[config.mk]
export PLATFORM = sky130hd
export DESIGN_NAME = crack_ctrl
export DESIGN_NICKNAME = d
export VERILOG_FILES = /design/src/rtl/crack_ctrl.sv
export SDC_FILE = /design/constraint.sdc
export NUM_CORES = 1
export LEC_CHECK = 0
export ABC_CLOCK_PERIOD_IN_PS = 2500
export BUFFER_PORTS_ARGS = -buffer_cell sky130_fd_sc_hd__buf_4
export CAP_MARGIN = 10
export CELL_PAD_IN_SITES_DETAIL_PLACEMENT = 1
export CELL_PAD_IN_SITES_GLOBAL_PLACEMENT = 1
export CORE_ASPECT_RATIO = 0.9
export CORE_MARGIN = 10
export CORE_UTILIZATION = 30
export DETAILED_ROUTE_END_ITERATION = 16
export PLACE_DENSITY = 0.62
export SLEW_MARGIN = 20
export SYNTH_ARGS = -nofsm -noshare
export SYNTH_HDL_FRONTEND = slang
export SYNTH_SLANG_ARGS = --single-unit
[constraint.sdc]
create_clock -name clk -period 2.5 [get_ports clk]
set_input_delay 0.625 -clock clk [delete_from_list [all_inputs] [get_ports clk]]
set_output_delay 0.625 -clock clk [all_outputs]
set_load 0.01 [all_outputs]
[src/rtl/crack_ctrl.sv]
// Brute-force key-search controller: runs arc4 once per candidate key and stops
// on the first key whose length-prefixed plaintext is entirely printable ASCII.
module crack_ctrl #(
  parameter logic [23:0] KEY_FIRST = 24'h000000,
  parameter logic [23:0] KEY_LAST  = 24'hFFFFFF
) (
  input  logic        clk,
  input  logic        rst_n,
  input  logic        en,
  output logic        rdy,
  output logic        key_valid,
  output logic [23:0] key,
  output logic        a4_en,
  input  logic        a4_rdy,
  output logic [23:0] a4_key,
  input  logic [7:0]  a4_pt_addr,
  input  logic [7:0]  a4_pt_wrdata,
  input  logic        a4_pt_wren,
  output logic [7:0]  pt_addr,
  output logic [7:0]  pt_wrdata,
  output logic        pt_wren,
  input  logic [7:0]  pt_rddata
);

  localparam logic [3:0] S_IDLE      = 4'd0;
  localparam logic [3:0] S_START     = 4'd1;
  localparam logic [3:0] S_WAIT_BUSY = 4'd2;
  localparam logic [3:0] S_WAIT_DONE = 4'd3;
  localparam logic [3:0] S_RD_LEN    = 4'd4;
  localparam logic [3:0] S_LEN       = 4'd5;
  localparam logic [3:0] S_RD_BYTE   = 4'd6;
  localparam logic [3:0] S_CHK_BYTE  = 4'd7;
  localparam logic [3:0] S_NEXT      = 4'd8;
  localparam logic [3:0] S_FOUND     = 4'd9;

  logic [3:0] state;
  logic [7:0] len;
  logic [7:0] idx;
  logic       arc4_owns_mem;
  logic       byte_bad;

  assign byte_bad = (pt_rddata < 8'h20) || (pt_rddata > 8'h7E);

  always_ff @(posedge clk or negedge rst_n) begin
    if (!rst_n) begin
      state     <= S_IDLE;
      key       <= 24'h000000;
      key_valid <= 1'b0;
      len       <= 8'h00;
      idx       <= 8'h00;
    end else begin
      case (state)
        S_IDLE: begin
          if (en) begin
            key       <= KEY_FIRST;
            key_valid <= 1'b0;
            state     <= S_START;
          end
        end
        S_START:     state <= S_WAIT_BUSY;
        S_WAIT_BUSY: if (!a4_rdy) state <= S_WAIT_DONE;
        S_WAIT_DONE: if (a4_rdy) state <= S_RD_LEN;
        S_RD_LEN:    state <= S_LEN;
        S_LEN: begin
          len   <= pt_rddata;
          idx   <= 8'd1;
          state <= (pt_rddata == 8'h00) ? S_FOUND : S_RD_BYTE;
        end
        S_RD_BYTE:   state <= S_CHK_BYTE;
        // idx stops at len, so a 255-byte string ends at address 255 without wrapping
        S_CHK_BYTE: begin
          if (byte_bad) begin
            state <= S_NEXT;
          end else if (idx == len) begin
            state <= S_FOUND;
          end else begin
            idx   <= idx + 8'd1;
            state <= S_RD_BYTE;
          end
        end
        S_NEXT: begin
          if (key == KEY_LAST) begin
            state <= S_IDLE;
          end else begin
            key   <= key + 24'd1;
            state <= S_START;
          end
        end
        S_FOUND: begin
          key_valid <= 1'b1;
          state     <= S_IDLE;
        end
        default:     state <= S_IDLE;
      endcase
    end
  end

  // arc4 only reaches pt_mem while we wait on it; elsewhere the checker reads
  assign arc4_owns_mem = (state == S_WAIT_BUSY) || (state == S_WAIT_DONE);

  always_comb begin
    rdy       = (state == S_IDLE);
    a4_en     = (state == S_START);
    a4_key    = key;
    pt_addr   = (state == S_RD_BYTE) ? idx : 8'h00;
    pt_wrdata = 8'h00;
    pt_wren   = 1'b0;
    if (arc4_owns_mem) begin
      pt_addr   = a4_pt_addr;
      pt_wrdata = a4_pt_wrdata;
      pt_wren   = a4_pt_wren;
    end
  end

endmodule

# Word-level counts from Yosys, hierarchy flattened
# Index checks and enable logic that the tools add are counted.
# op_classes
n_addsub	2
magnitude_cmp	2
eq_ne	17
muxes	20
reduce_logical	11
# ops
op	n
2-to-1 mux 24 bit	2
one-hot mux 24 bit (2 select lines)	1
2-to-1 mux 8 bit	5
one-hot mux 4 bit (9 select lines)	1
adder 24 x 1 -> 24 bit, second input constant	1
equality test 24 bit, second input constant	1
2-to-1 mux 4 bit	6
equality test 4 x 3 -> 1 bit, second input constant	4
one-hot mux 8 bit (2 select lines)	1
!= test 2 bit, second input constant	6
AND reduction 3 bit	3
adder 8 x 1 -> 8 bit, second input constant	1
equality test 4 x 2 -> 1 bit, second input constant	2
equality test 4 bit, second input constant	2
equality test 8 bit	1
> comparator 8 x 7 -> 1 bit, second input constant	1
zero test 8 bit	1
< comparator 8 x 6 -> 1 bit, second input constant	1
nonzero test 2 bit	3
equality test 4 x 1 -> 1 bit, second input constant	1
zero test 4 bit	1
2-to-1 mux 1 bit	3
logical OR 1 bit	2
one-hot mux 1 bit (2 select lines)	1
AND reduction 2 bit	1
# totals
ff_bits	45
inputBits	29

# Longest topological paths before layout
# Gate-level depths: netlist (run 1).
# logic_depth
word_depth	4
ltp_mapped	7
mapped_depth_nobuf	6

# Worst setup path before layout (run 1)
# Ideal clock, no wire load.
# synth_path
path_type	register -> output
from	register state[2]
to	output pt_addr[6]
arrival_time_ps	1465
t_required_ps	1875
slack_ps	410
path_stages_with_launch	5
path_buffers	2
path_cell_list	dfrtp_1 > clkbuf_1 > nor3b_2 > clkbuf_1 > a22o_1
# synth_between
elab_chain_len	3
# synth_lines
element	line_no	source
start, declared	36	logic [3:0] state;
start signal, assigned	67	state <= (pt_rddata == 8'h00) ? S_FOUND : S_RD_BYTE;
equality test 4 x 3 -> 1 bit / equality test 4 x 2 -> 1 bit (equally long branches)	105, 99	
2-to-1 mux 8 bit / logical OR 1 bit (equally long branches)	105, 99	
2-to-1 mux 8 bit (*)	108	if (arc4_owns_mem) begin
end, declared	19	output logic [7:0] pt_addr,
# Every way passes the cells marked *; elsewhere a longest branch is shown, timed or not.

# Final worst setup path (run 1)
# layout_path
from	register state[3]
to	output pt_addr[5]
# The elaborated chain is that of the path after synthesis.

==> impl_metrics.yaml, run 1 <==
run_status:
  status: "finished, final reports clean"
cts:
  ctsResizeCount: 0
  cts_buffers: 5
  cts_tree: "done"
  insertion_delay_ps: 290
  clk_pin_slew_ps: 60
  hold_buffers: 0
  htreeDepth: 2
  post-cts-setup-buffers: 0
  clock_tree.root_cell: "clkbuf_16"
  clock_path_buffers: 2
  clock_sinks: 45
pwr:
  ir_worst_vdd_mv: 0.369
  power_frac_comb: 0.440
  power.switching_uw: 1320
  p_total_uw: 3240
  power_density_nw_per_um2: 845
  power.internal_uw: 1920
  leakagePower_uw: 0.00172
  swShare: 0.408
  power_frac_seq: 0.364
  pwr-share-clk: 0.195
drt:
  dr_wl_met3_um: 499
  dr.pass1.iters: 4
  vias_per_cell: 5.15
  detail-route-antenna-nets: 0
  wl_um: 9710
  highest_layer: "met4"
  met2WireLength_um: 4560
  drc_errors: 0
  via_count: 2731
  drt_iter0_markers: 202
  wl_per_cell_um: 18.3
  met1_length_um: 4530
floorplan:
  initial_core_util: 0.310
  num_rows: 34
  die_y_um: 115
  pin_count: 97
  die-area_um2: 14500
  fp.dieW_um: 126
  core_area_um2: 9780
sta:
  setup_viol: 0
  tightest_slew_ps: 763
  hold_violations: 0
  clock_skew_ps: 4.58
  final.period_utilization: 0.890
  whs_ps: 341
  finalSetupTns_ps: 0
  max_slew_margin: 0.491
  slew_viol_final: 0
  timing.fmax_ghz: 0.449
  period_needed_ps: 2230
  rsz0062_at_grt: "no"
critical_path:
  critPathRequiredTime_ps: 1880
  start_kind: "flop"
  cpPeakStageDelay_ps: 370
  critPathBufInv: 1
  cp_cell_sequence: "and2b_1 -> and3_2 -> a22o_1 -> buf_4"
  critPathCaptureType: "output port"
  arrival_ps: 1600
  criticalPathCategory: "flop to output port"
  cpMaxStageDelayCell: "dfrtp_1"
  path_depth: 4
  crit_family: "simple AND/OR/NAND/NOR gates"
  critPathMaxFanout: 9
  reg2reg_depth: 6
synth:
  netlist_instances: 333
  synth_edf_count: 0
  yosysUniqueCellTypes: 59
  syn_area_um2: 3030
  seq_area_frac_synth: 0.372
  ys_warn_count: 0
  synth-seq-cells: 45
  syn_nets: 364
  syn_area_per_cell_um2: 9.10
  async_flop_share: 1.00
  synth_ff_type: "dfrtp_1"
final_layout:
  mostFrequentLayoutCells: "buf_4, dfrtp_1, nand2_1"
  final_cell_area_um2: 3840
  area_growth_syn_to_layout_pct: 26.8
  regArea_um2: 1130
  final_common_cell: "buf_4"
  layout-drive-gt1-share: 0.337
  multi_input_area_um2: 1620
  num_antenna_cells: 0
  final_nets: 436
  utilization: 0.392
  nFillCells: 1154
placed_design:
  gp_congestion: 0.766
  port_buffers: 96
  dp.final_hpwl_um: 7520
  placed_area_um2: 3710
hold_path:
  hold_path.class: "input port to async pin"
global_routing:
  grt_usage: 0.133
  grt_pass1_vias: 2885
  grt_antenna_before_repair: 0
  grt_max_degree: 46
  grt-ovfl-total: 0
  grt_pass1_wl_um: 15900
run:
  drv_cap: 0
## layout make-up
type	count	share of cell area
repair buffers	103	0.201
clock buffers	5	0.0326
inverters	7	0.00684
multi-input cells	243	0.423
clock inverters	1	0.00130
flip-flops and latches	45	0.294
well taps	126	0.0411
## worst reg2reg max path: stages, from the launching register on
cell and delay [ps]:
dfrtp_1 470, ha_1 280, and4_1 280, nand3_1 270, o21ai_4 480, o21ai_0 170
a21oi_1 150
## through the flow
step	setup slack (ps)	cells
after floorplan	410	333
after global placement	308	524
after detailed placement	216	524
after CTS	53.3	530
after global routing	84.6	530
final	274	530
## per-layer routing
layer | track usage | vias up
met1 | 0.175 | 1340
met3 | 0.0276 | 6
met4 | 0.0440 | 0
met5 | 0 | -
li1 | - | 1323
met2 | 0.215 | 62
## final timing paths
| check | startpoint | to | slack [ps] |
|---|---|---|---|
| max in group asynchronous | rst_n | state[0]$_DFFE_PN0P_ | 1700 |
| setup / recovery | state[3]$_DFFE_PN0P_ | pt_addr[5] | 270 |
| hold reg to reg | len[6]$_DFFE_PN0P_ | len[6]$_DFFE_PN0P_ | 500 |
| hold / removal | rst_n | a4_key[13]$_DFFE_PN0P_ | 340 |
| setup reg to reg | a4_key[0]$_DFFE_PN0P_ | a4_key[10]$_DFFE_PN0P_ | 330 |
| min in group clk | len[6]$_DFFE_PN0P_ | len[6]$_DFFE_PN0P_ | 500 |
## registers in the layout, summed over array words and instances, names as in the netlist
name and flops:
len 8, state 4, idx 8, a4_key 24
key_valid 1
## cell families after synthesis
logic type,share of synthesized area
simple gates,0.295
xor+xnor,0.0549
buf+inv,0.0925
fa+ha+maj,0.00826
compound gates,0.171
mux,0.00661
flops,0.372
## synth_stat cells, drive strengths merged (2+ instances only)
cell,count,share of area
a2111oi,3,0.017
a211oi,2,0.0050
a21o,3,0.0074
a21oi,20,0.038
a22o,8,0.023
a31oi,2,0.0041
and2,14,0.029
and3,5,0.010
and4,4,0.012
buf,29,0.073
clkbuf,9,0.011
dfrtp,45,0.37
ha,2,0.0083
inv,7,0.0087
mux2i,2,0.0066
nand2,39,0.048
nand2b,5,0.010
nand3,20,0.035
nand4,7,0.019
nor2,17,0.021
nor3,9,0.017
nor3b,2,0.0066
nor4,9,0.036
o211ai,2,0.0050
o21ai,17,0.037
o31ai,3,0.0074
o41ai,2,0.0058
or3,10,0.021
or4,4,0.011
xnor2,10,0.029
xor2,9,0.026
## power by group through the flow
stage                     Sequential, uW  Combinational (uW)  Clock [uW]
after floorplan                     1090                 986           0
after global placement              1180                1410           0
after detailed placement            1190                1460           0
after CTS                           1180                1470         650
after global routing                1230                1590         685
final                               1180                1430         633
(Power assumes the default switching activity.)
==> inputs of run 2 (changes only) <==
BUFFER_PORTS_ARGS = unset   (was -buffer_cell sky130_fd_sc_hd__buf_4)
DONT_BUFFER_PORTS = 1   (was unset)
GPL_ROUTABILITY_DRIVEN = 0   (was unset)
PLACE_DENSITY = 0.51   (was 0.62)
==> run 2 against run 1 <==
Net effect: first-iteration DRC count fell by 35%; sequential share of layout area rose by 5.2 points; critical path type unchanged; sequential cell count did not move; die area did not move; clock-buffer cell count rose by 2; sequential power barely moved; critical path depth did not move.
==> impl_metrics.yaml, run 2 (synthesis gave the netlist of run 1 again) <==
run_status:
  status: "finished, final reports clean"
critical_path:
  arrival_ps: 1750
  setup.worst_path.start: "state[3]$_DFFE_PN0P_"
  critPathMaxFanout: 15
  reg2reg_slack_ps: 310
  reg2reg_from: "a4_key[15]$_DFFE_PN0P_"
  setup.worst_path.end: "pt_addr[4]"
  reg2reg_depth: 5
  critPathCaptureType: "output port"
  critPathRequiredTime_ps: 1880
  start_kind: "flop"
  r2r_end: "a4_key[6]$_DFFE_PN0P_"
  criticalPathCategory: "flop to output port"
sta:
  timing.fmax_ghz: 0.421
  final.period_utilization: 0.950
  tightest_slew_ps: 652
  max_slew_margin: 0.563
  finalSetupTns_ps: 0
  period_needed_ps: 2380
  clock_skew_ps: 4.49
  hold_violations: 0
  slew_viol_final: 0
  rsz0062_at_grt: "no"
  setup_viol: 0
final_layout:
  final_nets: 355
  layout-drive-gt1-share: 0.172
  num_antenna_cells: 0
  area_growth_syn_to_layout_pct: 7.56
  mostFrequentLayoutCells: "dfrtp_1, nand2_1, buf_4"
  final_common_cell: "dfrtp_1"
  largest_register_ffs: 24
drt:
  wl_um: 8780
  dr.pass1.iters: 4
  vias_per_cell: 5.49
  wl_per_cell_um: 19.5
  detail-route-antenna-nets: 0
  drt_iter0_markers: 131
  drc_errors: 0
  via_count: 2474
floorplan:
  core_area_um2: 9780
  die_y_um: 115
  num_rows: 34
  die-area_um2: 14500
  fp.dieW_um: 126
  initial_core_util: 0.310
  pin_count: 97
global_routing:
  use_met3: 0.0410
  grt_pass1_vias: 2570
  top_usage_layer: "met2"
  grt_antenna_before_repair: 0
  grt_max_degree: 46
  grt_pass1_wl_um: 14300
  grt_use_met1: 0.158
  grt-ovfl-total: 0
  grt_usage: 0.120
  grtUsageMet2: 0.185
pwr:
  ir_worst_vdd_mv: 0.271
  leakagePower_uw: 0.00131
  power_density_nw_per_um2: 935
  p_total_uw: 3050
cts:
  clock_sinks: 45
  cts_tree: "done"
  clock_tree.root_cell: "clkbuf_16"
  cts_buffers: 5
  hold_buffers: 0
  htreeDepth: 2
  insertion_delay_ps: 280
  clk_pin_slew_ps: 70
  clock_path_buffers: 2
placed_design:
  dp.final_hpwl_um: 6760
  port_buffers: 0
run:
  drv_cap: 0
hold_path:
  hold_path.class: "input port to async pin"
-- run 2: cell types whose count changed in the layout (fill, tap and decap cells not counted) --
cell	previous run	this run
buf_4	103	22
clkbuf_8	0	2
dfrtp_1	43	44
dfrtp_2	2	1
-- run 2: per-stage QoR --
stage / hold WS (ps) / instance area [um^2] / instances / utilization / setup WS (ps)
2_1_floorplan: 329 / 3030 / 333 / - / 410
3_3_place_gp: 331 / 3100 / 443 / 0.317 / 348
3_5_place_dp: 331 / 3100 / 443 / 0.317 / 301
4_1_cts: 21.7 / 3260 / 451 / 0.333 / 28.7
5_1_grt: 14.2 / 3260 / 451 / 0.333 / 18.9
6_report: 28.8 / 3260 / 451 / 0.333 / 124
-- run 2: critical path, stage by stage, from the launching register on --
cell,delay (ps)
dfrtp_1,460
buf_4,210
nor3b_2,340
buf_4,250
a22o_1,210
-- run 2: metal layers --
layer | wire [um] | vias to the layer above
met3 | 641 | 7
met5 | 0 | -
met4 | 58 | 0
met1 | 4300 | 1230
li1 | - | 1162
met2 | 3780 | 75
-- run 2: how the worst min path moves through the flow --
stage,start,endpoint,slack (ps)
floorplan,rst_n,a4_key[0]$_DFFE_PN0P_,330
CTS,rst_n,a4_key[14]$_DFFE_PN0P_,20
global placement,rst_n,a4_key[14]$_DFFE_PN0P_,330
detailed placement,rst_n,a4_key[14]$_DFFE_PN0P_,330
finish,rst_n,a4_key[14]$_DFFE_PN0P_,30
global route,rst_n,a4_key[14]$_DFFE_PN0P_,10
-- run 2: layout make-up --
| class | count | area (um^2) |
|---|---|---|
| Sequential cell | 45 | 1130 |
| Clock inverter | 1 | 5.00 |
| Inverter | 7 | 26.3 |
| Clock buffer | 7 | 153 |
| Multi-Input combinational cell | 243 | 1620 |
| Fill cell | 1132 | 6530 |
| Timing Repair Buffer | 22 | 165 |
| Tap cell | 126 | 158 |
-- run 2: what timing repair did --
item / in CTS / in global routing
setup endpoints to repair: 0 / 17
buffers inserted: 0 / 0
gates resized for setup: 0 / 2
-- run 2: report_power, final --
group	internal (uW)	leakage [uW]	switching, uW
logic	472	0.000636	686
registers	905	0.000598	270
clock network	424	0.0000799	291
